===== src/rtl/pipe_ctrl_pkg.sv =====
// Shared definitions for the pipeline controller: stall encodings, stage
// indices, the eret exception code and the controller state encoding.
package pipe_ctrl_pkg;

    localparam logic Stop   = 1'b1;
    localparam logic NoStop = 1'b0;

    localparam int STG_PC  = 0;
    localparam int STG_IF  = 1;
    localparam int STG_ID  = 2;
    localparam int STG_EX  = 3;
    localparam int STG_MEM = 4;
    localparam int STG_WB  = 5;

    localparam logic [31:0] ERET_CODE = 32'h0000_000e;

    typedef enum logic [1:0] {
        ST_RUN    = 2'd0,
        ST_FLUSH  = 2'd1,
        ST_REFILL = 2'd2
    } state_t;

    // Hold every stage from the PC up to and including the requesting stage.
    function automatic logic [5:0] hold_upto(input int stg);
        logic [5:0] v;
        for (int i = STG_PC; i <= STG_WB; i++) begin
            v[i] = (i <= stg) ? Stop : NoStop;
        end
        return v;
    endfunction

endpackage


===== src/rtl/pipe_wdog.sv =====
// Stall watchdog: counts consecutive stalled cycles, raises a sticky flag at
// LIMIT and requests a single idle (unstalled) cycle when the flag first sets.
module pipe_wdog #(
    parameter logic [15:0] LIMIT = 16'd1023
) (
    input  logic clk,
    input  logic rst,
    input  logic stalled,
    output logic wdog,
    output logic force_idle
);

    logic [15:0] cnt;
    logic [15:0] cnt_next;

    always_comb begin
        cnt_next = 16'd0;
        if (stalled) begin
            cnt_next = (cnt == 16'hFFFF) ? cnt : cnt + 16'd1;
        end
    end

    always_ff @(posedge clk or negedge rst) begin
        if (!rst) begin
            cnt        <= 16'd0;
            wdog       <= 1'b0;
            force_idle <= 1'b0;
        end else begin
            cnt        <= cnt_next;
            force_idle <= 1'b0;
            if (!wdog && stalled && (cnt_next >= LIMIT)) begin
                wdog       <= 1'b1;
                force_idle <= 1'b1;
            end
        end
    end

endmodule


===== src/rtl/pipe_ctrl.sv =====
// Pipeline stall/flush controller with exception redirect and stall watchdog.
// Optional performance counters are enabled with macro PIPE_CTRL_PERF_EN.
//
// state     | meaning
// ----------+-------------------------------------------------------
// ST_RUN    | normal operation, stall vector from per-stage requests
// ST_FLUSH  | one-cycle flush pulse, new_pc_o holds redirect target
// ST_REFILL | one-cycle settle after flush, requests/exceptions ignored
module pipe_ctrl
    import pipe_ctrl_pkg::*;
#(
    parameter logic [31:0] EXC_VECTOR = 32'h0000_0020,
    parameter logic [15:0] WDOG_LIMIT = 16'd1023
) (
    input  logic        clk,
    input  logic        rst,
    input  logic        stallreq_if_i,
    input  logic        stallreq_id_i,
    input  logic        stallreq_ex_i,
    input  logic        stallreq_mem_i,
    input  logic [31:0] excepttype_i,
    input  logic [31:0] cp0_epc_i,
    output logic [5:0]  stall_o,
    output logic        flush_o,
    output logic [31:0] new_pc_o,
    output logic        wdog_o
`ifdef PIPE_CTRL_PERF_EN
    ,
    output logic [31:0] perf_stall_cnt_o,
    output logic [31:0] perf_flush_cnt_o
`endif
);

    state_t     state;
    logic       wdog_force;
    logic       exc_req;
    logic [5:0] stall_req;

    assign exc_req = (state == ST_RUN) && (excepttype_i != 32'd0);

    always_comb begin
        stall_req = {6{NoStop}};
        if (stallreq_mem_i)     stall_req = hold_upto(STG_MEM);
        else if (stallreq_ex_i) stall_req = hold_upto(STG_EX);
        else if (stallreq_id_i) stall_req = hold_upto(STG_ID);
        else if (stallreq_if_i) stall_req = hold_upto(STG_IF);
    end

    // Gated by rst so the hold vector is quiet throughout reset.
    always_comb begin
        stall_o = {6{NoStop}};
        if (rst && (state == ST_RUN) && !exc_req && !wdog_force) begin
            stall_o = stall_req;
        end
    end

    always_ff @(posedge clk or negedge rst) begin
        if (!rst) begin
            state    <= ST_RUN;
            flush_o  <= 1'b0;
            new_pc_o <= 32'd0;
        end else begin
            case (state)
                ST_RUN: begin
                    if (exc_req) begin
                        state    <= ST_FLUSH;
                        flush_o  <= 1'b1;
                        new_pc_o <= (excepttype_i == ERET_CODE) ? cp0_epc_i : EXC_VECTOR;
                    end
                end
                ST_FLUSH: begin
                    state   <= ST_REFILL;
                    flush_o <= 1'b0;
                end
                ST_REFILL: begin
                    state <= ST_RUN;
                end
                default: begin
                    state   <= ST_RUN;
                    flush_o <= 1'b0;
                end
            endcase
        end
    end

    pipe_wdog #(
        .LIMIT(WDOG_LIMIT)
    ) u_wdog (
        .clk       (clk),
        .rst       (rst),
        .stalled   (stall_o != 6'd0),
        .wdog      (wdog_o),
        .force_idle(wdog_force)
    );

`ifdef PIPE_CTRL_PERF_EN
    always_ff @(posedge clk or negedge rst) begin
        if (!rst) begin
            perf_stall_cnt_o <= 32'd0;
            perf_flush_cnt_o <= 32'd0;
        end else begin
            if (stall_o != 6'd0) perf_stall_cnt_o <= perf_stall_cnt_o + 32'd1;
            if (exc_req)         perf_flush_cnt_o <= perf_flush_cnt_o + 32'd1;
        end
    end
`endif

endmodule


===== config.mk =====
export PLATFORM = sky130hd
export DESIGN_NAME = pipe_ctrl
export DESIGN_NICKNAME = d
export VERILOG_FILES = /design/src/rtl/pipe_ctrl_pkg.sv /design/src/rtl/pipe_wdog.sv /design/src/rtl/pipe_ctrl.sv
export SDC_FILE = /design/constraint.sdc
export NUM_CORES = 1
export LEC_CHECK = 0
export CAP_MARGIN = 20
export CORE_ASPECT_RATIO = 2
export CORE_MARGIN = 8
export CORE_UTILIZATION = 46
export DETAILED_ROUTE_END_ITERATION = 10
export GPL_ROUTABILITY_DRIVEN = 0
export PLACE_DENSITY = 0.95
export SETUP_SLACK_MARGIN = 0.05
export SLEW_MARGIN = 20
export SYNTH_ARGS = -nofsm -noshare
export SYNTH_HDL_FRONTEND = slang
export SYNTH_HIERARCHICAL = 1
export SYNTH_SLANG_ARGS = --single-unit

===== constraint.sdc =====
create_clock -name clk -period 4.7 [get_ports clk]
set_input_delay 0.705 -clock clk [delete_from_list [all_inputs] [get_ports clk]]
set_output_delay 0.705 -clock clk [all_outputs]
set_load 0.01 [all_outputs]

==> results of run 1 <==
[state kept, by name, indices dropped and copies added, names as in the netlist]
signal             flops
u_wdog/wdog            1
new_pc_o              32
u_wdog/cnt            16
state                  2
flush_o                1
u_wdog/force_idle      1
[per-stage QoR]
step	utilization, %	power (uW)	hold slack (ps)	setup slack (ps)
after floorplan	-	470	403	1530
after global placement	64.9	538	419	834
after detailed placement	65.2	539	431	814
after CTS	68.0	916	463	769
after global routing	68.2	934	482	577
final	68.2	905	462	790
[synth_stat cells (2+ instances only)]
cell type / instances / area [sq um]
o31a_2: 2 / 20.0
buf_6: 7 / 78.8
o21ai_0: 5 / 25.0
nor3_1: 4 / 20.0
o21ai_1: 3 / 15.0
a21boi_0: 2 / 15.0
nor3_2: 2 / 20.0
nand3_1: 7 / 35.0
and4_1: 3 / 26.3
nor4_2: 3 / 37.5
buf_4: 3 / 22.5
o211ai_1: 2 / 15.0
nand2_4: 2 / 22.5
clkbuf_1: 2 / 7.51
nor2b_1: 2 / 12.5
nand4_1: 8 / 50.1
a2111oi_0: 2 / 17.5
buf_2: 3 / 15.0
a21oi_1: 2 / 10.0
xnor2_1: 2 / 17.5
nand4b_1: 2 / 17.5
dfrtp_1: 53 / 1330
inv_1: 10 / 37.5
nor2_1: 10 / 37.5
a22o_1: 31 / 272
and2_1: 4 / 25.0
nand2_1: 12 / 45.0
nor4_1: 12 / 75.1
[worst reg2reg max path, stage by stage, from the launching register on]
cell	delay, ps
dfrtp_1	400
nor2_1	300
nand3b_1	230
a2111oi_2	380
buf_4	290
o21ai_0	130
a21oi_1	220
nand4b_1	140
nor4_1	350
a31o_1	160
[power breakdown]
group	leakage, uW	switching (uW)	internal, uW
logic	0.000839	22.0	52.0
clock network	0.0000775	160	215
registers	0.000727	0.000870	456
[cell families after synthesis]
| family | count (synthesis) | synth area share (%) |
|---|---|---|
| flops | 53 | 50.9 |
| compound gates | 63 | 20.8 |
| xor+xnor | 3 | 1.01 |
| simple gates | 80 | 19.2 |
| other cells | 1 | 0.144 |
| mux | 1 | 0.432 |
| buf+inv | 27 | 7.11 |
| fa+ha+maj | 1 | 0.480 |
[worst paths after layout]
check / endpoint / cells past startpoint / slack [ps]
worst max-delay path: stall_o[0] / 6 / 790
worst min-delay path: state[1] / 1 / 460
worst min register to register: state[1] / 1 / 460
worst max register to register: u_wdog/force_idle / 9 / 2030
max in group asynchronous: new_pc_o[2] / 2 / 3710
min in group asynchronous: u_wdog/cnt[12] / 2 / 570
[per-layer routing]
metal  part of all wire, %  track usage [%]  up-vias
li1                      -                -     1079
met1                    40             18.5     1111
met2                    50             29.8      116
met3                   8.7             6.80       12
met4                   1.6             6.19        0
met5                     0                0        -
[final cells by class]
| type | count | share of cell area, % |
|---|---|---|
| Timing Repair Buffer | 112 | 29.2 |
| Multi-Input combinational cell | 149 | 28.9 |
| Clock inverter | 2 | 0.458 |
| Tap cell | 61 | 2.00 |
| Clock buffer | 6 | 3.63 |
| Inverter | 11 | 1.08 |
| Sequential cell | 53 | 34.7 |
==> key figures, run 1 <==
Timing
  – Fmax: 256 MHz
  – Slew Limit Fails: 0
  – Minimum clock period: roughly 3900 ps
  – Final setup violation count: 0
  – Slew margin rel.: 50.4%
  – RSZ-0062 raised after global routing: no
  – Clock skew: between 6 and 7 ps
  – Setup Total Neg Slack: 0 ps
  – Crit share post-route: 83.2%
  – Final hold violations: 0
  – Worst Max-Slew Pin Slew: 742 ps

Cells and area
  – Layout cells sized above 1: 10.5%
  – Fillcell total: 395
  – Design area: 3820 sq um
  – Syn-to-layout area delta: 46.8%
  – Ant diodes: 0
  – Register area: 1330 sq um
  – Nets: 403
  – Most common cell after layout, fill and taps aside: clkdlybuf4s50_1
  – Most frequent cells in the layout: clkdlybuf4s50_1 (107), dfrtp_1 (53), a22o_1 (31)
  – Fin cells: 394
  – Multi-input gate area: 1110 sq um

Route
  – Number of vias per cell: 5.88
  – Vias: between 2,000 and 2,500
  – Initial DRC Count: 142
  – Routed len/inst: approximately 19 um
  – Antenna-violating nets left: 0
  – Final WL: 7.35 mm
  – DRT Pass-1 Iters: 6
  – DRC: 0

Placed design
  – Placed wire-length estimate: 5.58 mm
  – Placed cell count: 385
  – IO Port Bufs: 108
  – Post-DP Area: roughly 3700 sq um

Worst setup path
  – Cell repeated most along the worst path: clkdlybuf4s50_1
  – Setup crit start: excepttype_i[25]
  – Worst EP arrival: 3200 ps
  – R2R Path Start: state[0]
  – Critical path class: in -> out
  – CP max stage cell: clkdlybuf4s50_1
  – Required @ worst endpoint: 3990 ps
  – Critical path startpoint category: primary input
  – Worst-path maximum fanout: 5
  – CP top delay family: buffers and inverters
  – Critical path, cell by cell: clkdlybuf4s50_1 > nor4_1 > nand4_1 > or2_1 > a2111oi_0 > clkdlybuf4s50_1
  – CP peak stage delay: 650 ps
  – WP buf/inv: 2
  – CP endpoint kind: primary output

Floorplan
  – Die Width: between 60 and 70 um
  – Die Y: around 120 um
  – Row count: 39
  – Boundary Pins: 110
  – Die Area: 8480 sq um
  – Core area: ~5600 sq um
  – Initial Util: 46.4%

Clocking
  – Clk slew on worst S/H paths: 70 ps
  – CTS buffer count: 5
  – CTS Sinks: 53
  – CTS tree: built
  – Setup Fix Bufs, Post-CTS: 0
  – Cts repair resizes: 0
  – Htree depth: 2
  – Hold buffers post-CTS: 0
  – Worst skew pair latency: 290 ps
  – Root Driver: clkbuf_16
  – Largest buffer count on any clock path: 2

GRT
  – Initial antenna violation count: 0
  – First-pass GRT wire length: about 12 mm
  – Grt ovf: 0
  – Largest net degree at the start of global routing: 54
  – Gr usage total: ~17%
  – Number of global-route vias before repair: 2,561

Yosys
  – Post-synth top flop: dfrtp_1
  – Synthesized area: 2610 sq um
  – Average size of a mapped cell: 11.4 sq um
  – FF+latch count, synth: 53
  – Synth unique cells: 57
  – Post-Syn Nets: 300
  – Register area share after synthesis: 50.9%
  – Fraction of registers with async set/reset: 100%
  – YS warnings: 6
  – Post-Syn Instances: around 230
  – Post-synth EDFFs: 0

Min path
  – Class of the worst hold path: reg -> reg
  – Hold_sp: state[1]

Power and ir drop
  – Power per standard cell area: 237 nW/um^2
  – P_leak: between 0.0015 and 0.002 uW
  – IR drop worst, VDD: 0.312 mV

Flow run
  – Max-Cap Viols: 0

Outcome
  – Outcome: complete, no violations
Power figures use the tool's default switching activity.
==> run 2: changes to the inputs <==
--- a/config.mk
+++ b/config.mk
@@ -8,10 +8,10 @@
 export CAP_MARGIN = 20
 export CORE_ASPECT_RATIO = 2
 export CORE_MARGIN = 8
-export CORE_UTILIZATION = 46
+export CORE_UTILIZATION = 39
 export DETAILED_ROUTE_END_ITERATION = 10
 export GPL_ROUTABILITY_DRIVEN = 0
-export PLACE_DENSITY = 0.95
+export PLACE_DENSITY = 0.88
 export SETUP_SLACK_MARGIN = 0.05
 export SLEW_MARGIN = 20
 export SYNTH_ARGS = -nofsm -noshare
==> constraint.sdc (replaced) <==
create_clock -name clk -period 3.3 [get_ports clk]
set_input_delay 0.495 -clock clk [delete_from_list [all_inputs] [get_ports clk]]
set_output_delay 0.495 -clock clk [all_outputs]
set_load 0.01 [all_outputs]
==> key figures, run 2 (synthesis results as in run 1) <==
Outcome
  – Outcome: complete, no violations

GRT
  – First-pass GRT wire length: 12.9 mm (+6.0%)
  – Largest net degree at the start of global routing: 54 (unchanged)
  – Grt ovf: 0 (unchanged)
  – Number of global-route vias before repair: 2,509 (-2.0%)
  – Initial antenna violation count: 0 (unchanged)
  – Gr usage total: 17.5% (+0.30 points)

Floorplan
  – Boundary Pins: 110 (unchanged)
  – Initial Util: 39.7% (-6.8 points)
  – Die Y: 132 um (+7.5%)
  – Core area: 6570 sq um (+17%)
  – Row count: 42 (+7.7%)
  – Die Width: 73.8 um (+6.6%)
  – Die Area: 9710 sq um (+15%)

Route
  – Initial DRC Count: 125 (-12%)
  – Antenna-violating nets left: 0 (unchanged)
  – Vias: 2,396 (+3.4%)
  – Met2 wire length: 4.78 mm (+30%)
  – Number of vias per cell: 5.64 (-4.2%)
  – Final WL: 8.37 mm (+14%)
  – Routed wl met3: 441 um (-31%)
  – DRT met1 WL: 2.83 mm (-3.5%)
  – Routed len/inst: 19.7 um (+5.5%)
  – DRC: 0 (unchanged)
  – DR top layer: met4
  – DRT Pass-1 Iters: 4 (-2)

Placed design
  – Placed wire-length estimate: 6.34 mm (+14%)
  – Post-DP Area: 3720 sq um (+1.7%)
  – Pre-CTS WS: -62.9 ps (-877 ps)
  – IO Port Bufs: 108 (unchanged)

Worst setup path
  – CP max stage cell: clkdlybuf4s50_1
  – CP peak stage delay: 600 ps (-50 ps)
  – Critical path class: in -> out
  – R2R Path Start: state[0]
  – Required @ worst endpoint: 2800 ps (-1190 ps)
  – Worst EP arrival: 2640 ps (-560 ps)
  – Cell repeated most along the worst path: clkdlybuf4s50_1
  – Setup crit start: excepttype_i[0]
  – Critical path startpoint category: primary input
  – Worst-path maximum fanout: 5 (unchanged)
  – Critical path, cell by cell: clkdlybuf4s50_1 > nor4_2 > nand4_2 > or2_1 > nor4_1 > clkdlybuf4s50_1
  – CP endpoint kind: primary output

Timing
  – Slew margin rel.: 56.1% (+5.8 points)
  – Slew Limit Fails: 0 (unchanged)
  – Crit share post-route: a little over nine tenths
  – Clock skew: 2.12 ps (-4.49 ps)
  – Final hold violations: 0 (unchanged)
  – Final setup violation count: 0 (unchanged)
  – Setup ws final: 163 ps (-628 ps)
  – Worst Max-Slew Pin Slew: 658 ps (-83.9 ps)
  – RSZ-0062 raised after global routing: yes
  – Minimum clock period: 3140 ps
  – Fmax: 319 MHz

Cells and area
  – Ant diodes: 0 (unchanged)
  – Design area: 3880 sq um (+1.5%)
  – Biggest regs: new_pc_o (32), u_wdog/cnt (16), state (2)
  – Layout cells sized above 1: 12.2% (+1.7 points)
  – Most frequent cells in the layout: clkdlybuf4s50_1 (105), dfrtp_1 (53), a22o_1 (31)
  – Most common cell after layout, fill and taps aside: clkdlybuf4s50_1
  – Final core occ: 59.1% (-9.0 points)
  – Syn-to-layout area delta: 49.0%
  – Biggest register: new_pc_o
  – Nets: 407 (+0.99%)
  – Fillcell total: 522 (+32%)
  – Max reg flops: 32 (unchanged)

Clocking
  – Htree depth: 2 (unchanged)
  – CTS Sinks: 53 (unchanged)
  – CTS buffer count: 5 (unchanged)
  – CTS tree: built
  – Worst skew pair latency: 290 ps (about the same)
  – Hold buffers post-CTS: 0 (unchanged)
  – Setup Fix Bufs, Post-CTS: 0 (unchanged)
  – Root Driver: clkbuf_16
  – Clk slew on worst S/H paths: 60 ps (about the same)
  – Largest buffer count on any clock path: 2 (unchanged)

Power and ir drop
  – Combinational power share: 8.5% (+0.3 points)
  – Clk network pwr share: 39.9% (-1.5 points)
  – Seq pwr share: 51.6% (+1.2 points)
  – Sw Ratio: 20.3% (+0.20 points)
  – Total power draw: 1260 uW (+39%)
  – IR drop worst, VDD: 0.172 mV (-45%)
  – Power per standard cell area: 324 nW/um^2 (+37%)
  – P_leak: 0.00169 uW (+2.8%)
  – Internal power: 1000 uW (+39%)
  – Switch Pwr: 256 uW (+40%)

Min path
  – Class of the worst hold path: in -> async

Flow run
  – Max-Cap Viols: 0 (unchanged)
## run 2: path summary, 6_finish.rpt
kind                       depth (start not counted)                 to  slack (ps)
max                                                6         stall_o[2]         160
min                                                2  u_wdog/force_idle         340
max reg2reg                                       10  u_wdog/force_idle         620
min reg2reg                                        1           state[1]         450
max in group asynchronous                          2        new_pc_o[1]        2510
min in group clk                                   1           state[1]         450
## run 2: power groups by stage
stage          sequential [uW]  clock [uW]  combinational [uW]
5_1_grt                    649         537                 115
2_1_floorplan              662           0                7.07
3_3_place_gp               662           0                 103
4_1_cts                    649         512                 108
3_5_place_dp               662           0                 106
6_report                   649         502                 107
## run 2: layout make-up
cell class              instances  area, sq um  area share [%]
well taps                      88          110            2.84
multi-input cells             149         1130            29.0
flip-flops and latches         53         1330            34.1
clock buffers                   6          129            3.32
clock inverters                 2         10.0           0.258
inverters                      11         41.3            1.06
repair buffers                116         1140            29.4
## run 2: routing by layer
metal	GRT usage, %	vias up
li1	-	1088
met1	16.3	1177
met2	32.3	104
met3	4.12	27
met4	10.1	0
met5	0	-
## run 2: worst max-delay path: cells and delay by family
family	cells	cell delay (ps)
and+or+nand+nor	4	1100
buffers and inverters	2	1050
## run 2: metrics by stage
step	instances	hold slack, ps	TNS [ps]
floorplan	229	199	0
global placement	417	414	0
detailed placement	417	441	-190
CTS	425	363	0
global route	425	396	0
finish	425	344	0
## run 2: what timing repair did
item / in CTS / in global routing
hold endpoints to repair: 0 / 0
endpoints found under the setup margin: 2 / 6
gates resized for setup: 2 / 4
